File: src/rtl/cook_timer.sv
`default_nettype none
// ============================================================================
// Module      : cook_timer
// Description : Four-digit BCD MM:SS countdown feeding the magnetron
//               controller. Optional +30 s key when COOK_ADD30_EN is defined.
// Revision    : 1.0 - initial release
// ============================================================================
module cook_timer #(
    parameter int TICK_DIV = 50_000_000
) (
    input  logic       clk,
    input  logic       rst_n,
    input  logic       digit_valid,
    input  logic [3:0] digit,
    input  logic       clear,
    input  logic       enable,
`ifdef COOK_ADD30_EN
    input  logic       add30,
`endif
    output logic [3:0] min_tens,
    output logic [3:0] min_ones,
    output logic [3:0] sec_tens,
    output logic [3:0] sec_ones,
    output logic       running,
    output logic       timer_done
);

    localparam int c_presc_w = $clog2(TICK_DIV);
    localparam logic [c_presc_w-1:0] c_tick_last = c_presc_w'(TICK_DIV - 1);

    typedef enum logic [1:0] {
        S_IDLE = 2'd0,
        S_SET  = 2'd1,
        S_RUN  = 2'd2,
        S_DONE = 2'd3
    } state_t;

    state_t                 r_state, w_state_nxt;
    logic [3:0]             r_mt, r_mo, r_st, r_so;
    logic [3:0]             w_mt_nxt, w_mo_nxt, w_st_nxt, w_so_nxt;
    logic [c_presc_w-1:0]   r_presc, w_presc_nxt;
    logic                   r_running, r_done;
    logic                   w_time_nz;
    logic                   w_digit_acc;

    assign w_time_nz   = |{r_mt, r_mo, r_st, r_so};
    assign w_digit_acc = digit_valid && (r_state != S_RUN) && (digit <= 4'd9);

`ifdef COOK_ADD30_EN
    // Total seconds plus 30, saturated at 99:59 and split back into BCD digits.
    logic [12:0] w_t, w_ts;
    logic [6:0]  w_min, w_sec;
    logic [3:0]  w_add_mt, w_add_mo, w_add_st, w_add_so;

    always_comb begin
        if (r_state == S_DONE) begin
            w_t = 13'd30;
        end else begin
            w_t = 13'(r_mt) * 13'd600 + 13'(r_mo) * 13'd60
                + 13'(r_st) * 13'd10 + 13'(r_so) + 13'd30;
        end
        w_ts     = (w_t > 13'd5999) ? 13'd5999 : w_t;
        w_min    = 7'(w_ts / 13'd60);
        w_sec    = 7'(w_ts % 13'd60);
        w_add_mt = 4'(w_min / 7'd10);
        w_add_mo = 4'(w_min % 7'd10);
        w_add_st = 4'(w_sec / 7'd10);
        w_add_so = 4'(w_sec % 7'd10);
    end
`endif

    always_comb begin
        w_state_nxt = r_state;
        w_mt_nxt    = r_mt;
        w_mo_nxt    = r_mo;
        w_st_nxt    = r_st;
        w_so_nxt    = r_so;
        w_presc_nxt = '0;
        if (clear) begin
            w_mt_nxt    = 4'd0;
            w_mo_nxt    = 4'd0;
            w_st_nxt    = 4'd0;
            w_so_nxt    = 4'd0;
            w_state_nxt = S_IDLE;
        end else if (w_digit_acc) begin
            // An entry after DONE starts from a blank display.
            if (r_state == S_DONE) begin
                w_mt_nxt = 4'd0;
                w_mo_nxt = 4'd0;
                w_st_nxt = 4'd0;
            end else begin
                w_mt_nxt = r_mo;
                w_mo_nxt = r_st;
                w_st_nxt = r_so;
            end
            w_so_nxt    = digit;
            w_state_nxt = (|{w_mt_nxt, w_mo_nxt, w_st_nxt, w_so_nxt}) ? S_SET : S_IDLE;
`ifdef COOK_ADD30_EN
        end else if (add30) begin
            w_mt_nxt = w_add_mt;
            w_mo_nxt = w_add_mo;
            w_st_nxt = w_add_st;
            w_so_nxt = w_add_so;
            if (r_state == S_RUN && enable) begin
                w_state_nxt = S_RUN;
                w_presc_nxt = r_presc;
            end else begin
                w_state_nxt = S_SET;
            end
`endif
        end else begin
            case (r_state)
                S_IDLE, S_SET: begin
                    if (enable && w_time_nz) w_state_nxt = S_RUN;
                end
                S_RUN: begin
                    if (!enable) begin
                        w_state_nxt = S_SET;
                    end else if (r_presc == c_tick_last) begin
                        if (r_so != 4'd0) begin
                            w_so_nxt = r_so - 4'd1;
                            if ({r_mt, r_mo, r_st} == 12'd0 && r_so == 4'd1)
                                w_state_nxt = S_DONE;
                        end else if (r_st != 4'd0) begin
                            w_st_nxt = r_st - 4'd1;
                            w_so_nxt = 4'd9;
                        end else if (r_mo != 4'd0) begin
                            w_mo_nxt = r_mo - 4'd1;
                            w_st_nxt = 4'd5;
                            w_so_nxt = 4'd9;
                        end else begin
                            w_mt_nxt = r_mt - 4'd1;
                            w_mo_nxt = 4'd9;
                            w_st_nxt = 4'd5;
                            w_so_nxt = 4'd9;
                        end
                    end else begin
                        w_presc_nxt = r_presc + 1'b1;
                    end
                end
                S_DONE: ;
                default: w_state_nxt = S_IDLE;
            endcase
        end
    end

    always_ff @(posedge clk or negedge rst_n) begin
        if (!rst_n) begin
            r_state   <= S_IDLE;
            r_mt      <= 4'd0;
            r_mo      <= 4'd0;
            r_st      <= 4'd0;
            r_so      <= 4'd0;
            r_presc   <= '0;
            r_running <= 1'b0;
            r_done    <= 1'b0;
        end else begin
            r_state   <= w_state_nxt;
            r_mt      <= w_mt_nxt;
            r_mo      <= w_mo_nxt;
            r_st      <= w_st_nxt;
            r_so      <= w_so_nxt;
            r_presc   <= w_presc_nxt;
            r_running <= (w_state_nxt == S_RUN);
            r_done    <= (w_state_nxt == S_DONE);
        end
    end

    assign min_tens   = r_mt;
    assign min_ones   = r_mo;
    assign sec_tens   = r_st;
    assign sec_ones   = r_so;
    assign running    = r_running;
    assign timer_done = r_done;

endmodule
`default_nettype wire

File: config.mk
export PLATFORM = sky130hd
export DESIGN_NAME = cook_timer
export DESIGN_NICKNAME = d
export VERILOG_FILES = /design/src/rtl/cook_timer.sv
export SDC_FILE = /design/constraint.sdc
export NUM_CORES = 1
export LEC_CHECK = 0
export CORE_MARGIN = 4
export CORE_UTILIZATION = 45
export DETAILED_ROUTE_END_ITERATION = 16
export GPL_TIMING_DRIVEN = 1
export HOLD_SLACK_MARGIN = 0.03
export PLACE_DENSITY = 0.68
export RECOVER_POWER = 50
export SYNTH_ARGS = -nofsm -noshare
export SYNTH_HDL_FRONTEND = slang
export SYNTH_SLANG_ARGS = --single-unit
File: constraint.sdc
create_clock -name clk -period 7 [get_ports clk]
set_input_delay 0.7 -clock clk [delete_from_list [all_inputs] [get_ports clk]]
set_output_delay 0.7 -clock clk [all_outputs]
set_load 0.02 [all_outputs]
==> results of run 1 <==
-- placed cells by master, fill, tap and decap left out, drive strengths merged, types with 4 or more instances in the layout --
cell / Yosys / final
a21oi: 10 / 10
and3: 4 / 4
and4: 4 / 4
clkbuf: 6 / 6
clkdlybuf4s50: 0 / 19
dfrtp: 46 / 46
dlygate4sd3: 0 / 6
inv: 11 / 11
nand2: 28 / 28
nand3: 13 / 13
nand4: 6 / 6
nor2: 41 / 41
nor3: 13 / 13
nor4: 11 / 11
o21ai: 10 / 10
or3: 5 / 5
or4: 4 / 4
xnor2: 17 / 17
xor2: 9 / 9
-- state kept, by name (all words and copies together) (netlist names) --
register / count
timer_done: 1
r_state: 2
min_tens: 4
sec_tens: 4
sec_ones: 4
min_ones: 4
running: 1
r_presc: 26
-- kinds of logic (layout without fill, tap and decap cells) --
logic type               Yosys count  count (layout)  synth area share
AND/OR/NAND/NOR                  150             150             0.302
AO/OA/AOI/OAI                     51              51             0.131
flip-flops                        46              46             0.427
XOR/XNOR                          26              26            0.0844
buffers and inverters             20              44            0.0311
adder cells (fa/ha/maj)            3               3            0.0130
multiplexers                       3               3            0.0125
-- how the worst max path moves through the flow --
| stage | cells past startpoint | end | start |
|---|---|---|---|
| floorplan | 6 | sec_ones[1] | r_presc[7] |
| global placement | 6 | min_ones[1] | enable |
| detailed placement | 6 | min_ones[2] | enable |
| CTS | 6 | min_ones[2] | enable |
| global route | 1 | r_presc[6] | rst_n |
| finish | 6 | min_ones[2] | enable |
-- worst max-delay path, delay by kind of cell --
kind	cells	cell delay, ns
and+or+nand+nor	3	1.02
buffers and inverters	1	0.53
AOI/OAI and AO/OA	1	0.50
muxes	1	0.39
-- power groups by stage --
stage / logic [W] / registers (W) / clock network (W)
floorplan: 0.0000642 / 0.000309 / 0
global placement: 0.000117 / 0.000303 / 0
detailed placement: 0.000120 / 0.000304 / 0
CTS: 0.000120 / 0.000298 / 0.000158
global route: 0.000129 / 0.000301 / 0.000169
finish: 0.000118 / 0.000298 / 0.000150
-- metal layers --
layer / global-route usage / routed length (um) / vias up
met1: 0.233 / 2860 / 1102
met3: 0.0417 / 257 / 2
li1: - / - / 1137
met5: 0 / 0 / -
met2: 0.306 / 2980 / 47
met4: 0.0302 / 29 / 0
-- per-stage QoR --
step | worst slack [ns] | cells | hold WS, ns
2_1_floorplan | 4.73 | 299 | 0.404
3_3_place_gp | 3.91 | 388 | 0.476
3_5_place_dp | 3.75 | 388 | 0.479
4_1_cts | 4.05 | 395 | 0.494
5_1_grt | 3.87 | 395 | 0.531
6_report | 4.03 | 395 | 0.487
-- cell type report --
class / count / area (um^2)
fill: 556 / 2600
timing repair buffer: 26 / 254
sequential: 46 / 1150
clock buffer: 5 / 68.8
tap: 72 / 90.1
clock inverter: 2 / 10.0
inverter: 11 / 41.3
multi-input combinational: 233 / 1460
==> key figures, run 1 <==
Status
  – Failing checks: capacitance limit, slew limit
  – Status: finished with violations

Hold path
  – WHS Endpoint: r_presc[0]
  – Hold_sp: r_presc[0]
  – Tightest Hold Check Type: reg2reg
  – Worst hold stages: 1

Finish
  – Post-Layout Inst Area: about 3100 um^2
  – Ant diodes: 0
  – Share of layout cells above drive strength 1: 0.0619
  – Final #Nets: roughly 330
  – Area growth syn-to-layout: 14.1%
  – Core Util, Final: 0.543

GRT
  – First-pass GRT wire length: roughly 11000 um
  – Grt total ovfl: 0
  – Vias in the first global route: 2265
  – Initial antenna violation count: 0
  – Largest net degree at the start of global routing: 47
  – Overall Global Routing Usage: 0.179

Power and ir drop
  – Net Sw Frac: 0.300
  – Overall power: around 0.00057 W
  – Clock power frac: 0.265
  – P_leak: around 1.2 nW
  – Combinational cell fraction of total power: 0.208
  – Int Power: 0.000396 W
  – Peak VDD IR: between 0.00007 and 0.00008 V
  – Register share of total power: 0.527
  – Power Density: around 180 nW/um^2
  – Net switching power: approximately 0.00017 W

Timing
  – Clk_skew: around 0.009 ns
  – Max-Slew Margin vs Limit: -0.627
  – Slew at the pin with the worst max-slew slack: roughly 2.4 ns
  – Fin Setup TNS: 0 ns
  – Final period utilization: 0.425
  – Fin crit period: between 2 and 3 ns
  – Max-slew violation count: 47
  – RSZ-0062 raised after global routing: false
  – Fmax: roughly 0.34 GHz
  – Final Hold Vio Count: 0
  – Final setup violation count: 0

Place
  – Port buffer count: 26
  – DP Area: ~3000 um^2
  – DP HPWL: approximately 4500 um
  – Final GP Congestion: 0.825

Drt
  – Vias after detailed routing: about 2300
  – Final wirelength: about 6100 um
  – Via-to-Cell Ratio: ~5.8
  – Post-DR wirelength/cell: between 15 and 20 um
  – DRC errors left: 0
  – Post-route ant nets: 0
  – Detailed Routing Iterations Pass 1: 4
  – 1st-iter DRT viols: approximately 110

Critical path
  – R2R depth: 5
  – Worst r2r src: sec_ones[2]
  – Endpoint class of the critical path: register
  – Reg-to-reg endpoint: min_ones[2]
  – Worst endpoint required time: 7.18 ns
  – Crit-path max cell delay: between 0.5 and 0.6 ns
  – Reg2Reg Setup Slack: 4.29 ns
  – Worst path cell trace: clkdlybuf4s50_1 > nand3b_1 > nor3_1 > nand4b_1 > o21ai_1 > mux2_2
  – Critical Path AT: between 3 and 4 ns
  – Maximum fanout along the worst path: 14
  – Kind of critical path: in2reg
  – Critical path launch point type: input port
  – Slowest stage cell, crit path: clkdlybuf4s50_1

Synthesis
  – Most common cell in the netlist: dfrtp_1
  – Cells after Synth: between 200 and 300
  – Post-synth EDFFs: 0
  – Ranking of synthesized cells by area: dfrtp_1, nor2_1, xnor2_1
  – Syn avg cell area: 9.03 um^2
  – Synth cell count leaders: dfrtp_1, nor2_1, nand2_1
  – Distinct cells, synth: 58
  – Post-Syn Nets: 310
  – Seq/Total Area, Yosys: 0.427
  – Share of the synthesized area in the top cell type: 0.427
  – Yosys top cell by area: dfrtp_1
  – Post-synth top flop: dfrtp_1
  – FFs w/ async S/R, synth: 1.00
  – Synthesized area: about 2700 um^2
  – Warning count from the yosys run: 0
  – Seq cells post-synth: 46

Clock tree
  – Root buffer cell: clkbuf_8
  – CTS sink count: between 40 and 50
  – Postcts setup bufs: 0
  – Number of CTS-inserted buffers: 5
  – Skew-Pair Late Insertion Delay: ~0.29 ns
  – Hold buffers post-CTS: 0
  – Clock transition at path regs: 0.08 ns
  – Clock buffer depth: 2
  – Post-CTS sizing: 0
  – CTS tree: built
  – H-tree lvl count: 2

Die
  – Die Span X: between 80 and 90 um
  – Row Count: 27
  – I/O pins: 27
  – Die area: 7300 um^2
  – Core Footprint: 5680 um^2
  – Die Ht: about 85 um
  – Initial Utilization: 0.476

Flow run
  – Max cap viols: 1
Power figures use the tool's default switching activity.
==> run 2, diff against run 1 <==
--- a/config.mk
+++ b/config.mk
@@ -10,7 +10,7 @@
 export DETAILED_ROUTE_END_ITERATION = 16
 export GPL_TIMING_DRIVEN = 1
 export HOLD_SLACK_MARGIN = 0.03
-export PLACE_DENSITY = 0.68
+export PLACE_DENSITY = 0.71
 export RECOVER_POWER = 50
 export SYNTH_ARGS = -nofsm -noshare
 export SYNTH_HDL_FRONTEND = slang
==> constraint.sdc (replaced) <==
create_clock -name clk -period 2.65 [get_ports clk]
set_input_delay 0.265 -clock clk [delete_from_list [all_inputs] [get_ports clk]]
set_output_delay 0.265 -clock clk [all_outputs]
set_load 0.02 [all_outputs]
==> key figures, run 2 (synthesis gave the netlist of run 1 again) <==
Status
  – Status: finished, final reports clean (was finished with violations)

Critical path
  – Critical Path AT: 2.62 ns (was 3.15 ns)
  – Critical path launch point type: register (was input port)
  – R2R depth: 5 (unchanged)
  – Maximum fanout along the worst path: 9 (was 14)
  – Kind of critical path: reg2reg (was in2reg)
  – Beginning of the critical path: sec_ones[2] (was enable)
  – Reg-to-reg endpoint: min_ones[2] (unchanged)
  – Reg2Reg Setup Slack: 0.22 ns (was 4.29 ns)
  – Critical Path Sink: min_ones[2] (unchanged)
  – Endpoint class of the critical path: register (unchanged)
  – Worst endpoint required time: 2.84 ns (was 7.18 ns)
  – Worst r2r src: sec_ones[2] (unchanged)

Die
  – I/O pins: 27 (unchanged)
  – Row Count: 27 (unchanged)
  – Die area: 7300 um^2 (unchanged)
  – Initial Utilization: 0.476 (unchanged)
  – Core Footprint: 5680 um^2 (unchanged)
  – Die Ht: 85.4 um (unchanged)
  – Die Span X: 85.4 um (unchanged)

Power and ir drop
  – Power Density: 512 nW/um^2 (was 184 nW/um^2)
  – Peak VDD IR: 0.000225 V (was 0.0000774 V)
  – Overall power: 0.00163 W (was 0.000566 W)
  – P_leak: 1.27 nW (was 1.20 nW)

Timing
  – RSZ-0062 raised after global routing: false (unchanged)
  – Clk_skew: 0.0114 ns (was 0.00909 ns)
  – Max-Slew Margin vs Limit: 0.243 (was -0.627)
  – Final Hold Vio Count: 0 (unchanged)
  – Final period utilization: 0.915
  – Max-slew violation count: 0 (was 47)
  – Final setup violation count: 0 (unchanged)
  – Fmax: ~0.41 GHz
  – Slew at the pin with the worst max-slew slack: 1.13 ns (was 2.44 ns)
  – Fin Setup TNS: 0 ns (unchanged)
  – Fin crit period: 2.43 ns

Place
  – DP HPWL: 4650 um (was 4500 um)
  – DP Area: 3080 um^2 (was 3000 um^2)
  – Placed cell count: 399 (was 388)
  – Port buffer count: 26 (unchanged)
  – Final GP Congestion: 0.910 (was 0.825)

Clock tree
  – Number of CTS-inserted buffers: 5 (unchanged)
  – CTS sink count: 46 (unchanged)
  – Hold buffers post-CTS: 0 (unchanged)
  – Post-CTS sizing: 0 (unchanged)
  – CTS tree: built (unchanged)
  – Root buffer cell: clkbuf_8 (unchanged)
  – H-tree lvl count: 2 (unchanged)
  – Postcts setup bufs: 0 (unchanged)
  – Clock buffer depth: 2 (unchanged)
  – Skew-Pair Late Insertion Delay: 0.30 ns (was 0.29 ns)
  – Clock transition at path regs: 0.09 ns (was 0.08 ns)

GRT
  – First-pass GRT wire length: 11000 um (was 10700 um)
  – Vias in the first global route: 2382 (was 2265)
  – Grt total ovfl: 0 (unchanged)
  – Largest net degree at the start of global routing: 47 (unchanged)
  – Initial antenna violation count: 0 (unchanged)
  – Overall Global Routing Usage: 0.184 (was 0.179)

Drt
  – Post-DR wirelength/cell: 15.8 um (was 15.5 um)
  – Detailed Routing Iterations Pass 1: 4 (unchanged)
  – Vias after detailed routing: 2376 (was 2288)
  – Via-to-Cell Ratio: 5.84 (was 5.79)
  – 1st-iter DRT viols: 176 (was 114)
  – DRC errors left: 0 (unchanged)
  – Final wirelength: 6430 um (was 6120 um)
  – Post-route ant nets: 0 (unchanged)

Finish
  – Final #Nets: 345 (was 334)
  – Fillers: 510 (was 556)
  – Final std cells w/o fill: 407 (was 395)
  – Area growth syn-to-layout: 18.4% (was 14.1%)
  – Ant diodes: 0 (unchanged)
  – Commonest non-fill, non-tap cell in the layout: dfrtp_1 (unchanged)
  – Share of layout cells above drive strength 1: 0.0955 (was 0.0619)
  – Post-Layout Inst Area: 3190 um^2 (was 3080 um^2)
  – Top reg by flops: r_presc (unchanged)
  – Commonest non-fill, non-tap cells in the layout: dfrtp_1, nor2_1, nand2_1 (unchanged)
  – Number of flip-flops in the largest register: 26 (unchanged)

Flow run
  – Max cap viols: 0 (was 1)

Hold path
  – Tightest Hold Check Type: in2async (was reg2reg)
[run 2: cell types whose count changed in the layout (fill, tap and decap cells not counted)]
cell,change
bufinv_16,+1
clkinvlp_4,+1
clkdlybuf4s50_1,-2
buf_4,+11
dlygate4sd3_1,+2
clkinv_2,-2
clkbuf_2,+1
[run 2: cell type report]
| type | instances | area, um^2 | area share |
|---|---|---|---|
| clock buffer | 6 | 72.6 | 0.0227 |
| clock inverter | 2 | 37.5 | 0.0118 |
| inverter | 11 | 41.3 | 0.0129 |
| multi-input combinational | 233 | 1460 | 0.458 |
| sequential | 46 | 1150 | 0.360 |
| tap | 72 | 90.1 | 0.0282 |
| timing repair buffer | 37 | 338 | 0.106 |
[run 2: critical path, cell delays in order (launching register included)]
cell      delay (ns)
dfrtp_1         0.38
or3_1           0.46
nor3_1          0.28
nand4b_1        0.38
o21ai_1         0.44
mux2_2          0.39
[run 2: metal layers]
metal | GRT usage | share of wire | wire length [um]
met5 | 0 | 0 | 0
met4 | 0.0489 | 0.015 | 95
met3 | 0.0379 | 0.066 | 421
met2 | 0.309 | 0.48 | 3070
met1 | 0.241 | 0.44 | 2840
[run 2: through the flow]
stage	worst slack, ns	utilization	hold WS (ns)
2_1_floorplan	0.383	-	-0.0306
3_3_place_gp	0.358	0.543	0.474
3_5_place_dp	0.203	0.543	0.480
4_1_cts	0.225	0.563	0.174
5_1_grt	0.0765	0.563	0.280
6_report	0.224	0.563	0.174
[run 2: worst min path at each step]
stage	from	end	slack, ns
after floorplan	rst_n	min_ones[0]	-0.03
after global placement	r_presc[0]	r_presc[0]	0.47
after detailed placement	r_presc[0]	r_presc[0]	0.48
after CTS	rst_n	r_presc[25]	0.17
after global routing	rst_n	timer_done	0.28
final	rst_n	timer_done	0.17
[run 2: report_power, final]
part           leakage (nW)  switching, W  total [W]  internal [W]
Sequential            0.630     0.0000516   0.000783      0.000732
Clock                0.0514      0.000236   0.000518      0.000281
Combinational         0.593      0.000187   0.000334      0.000147
Total                  1.27      0.000475    0.00163       0.00116
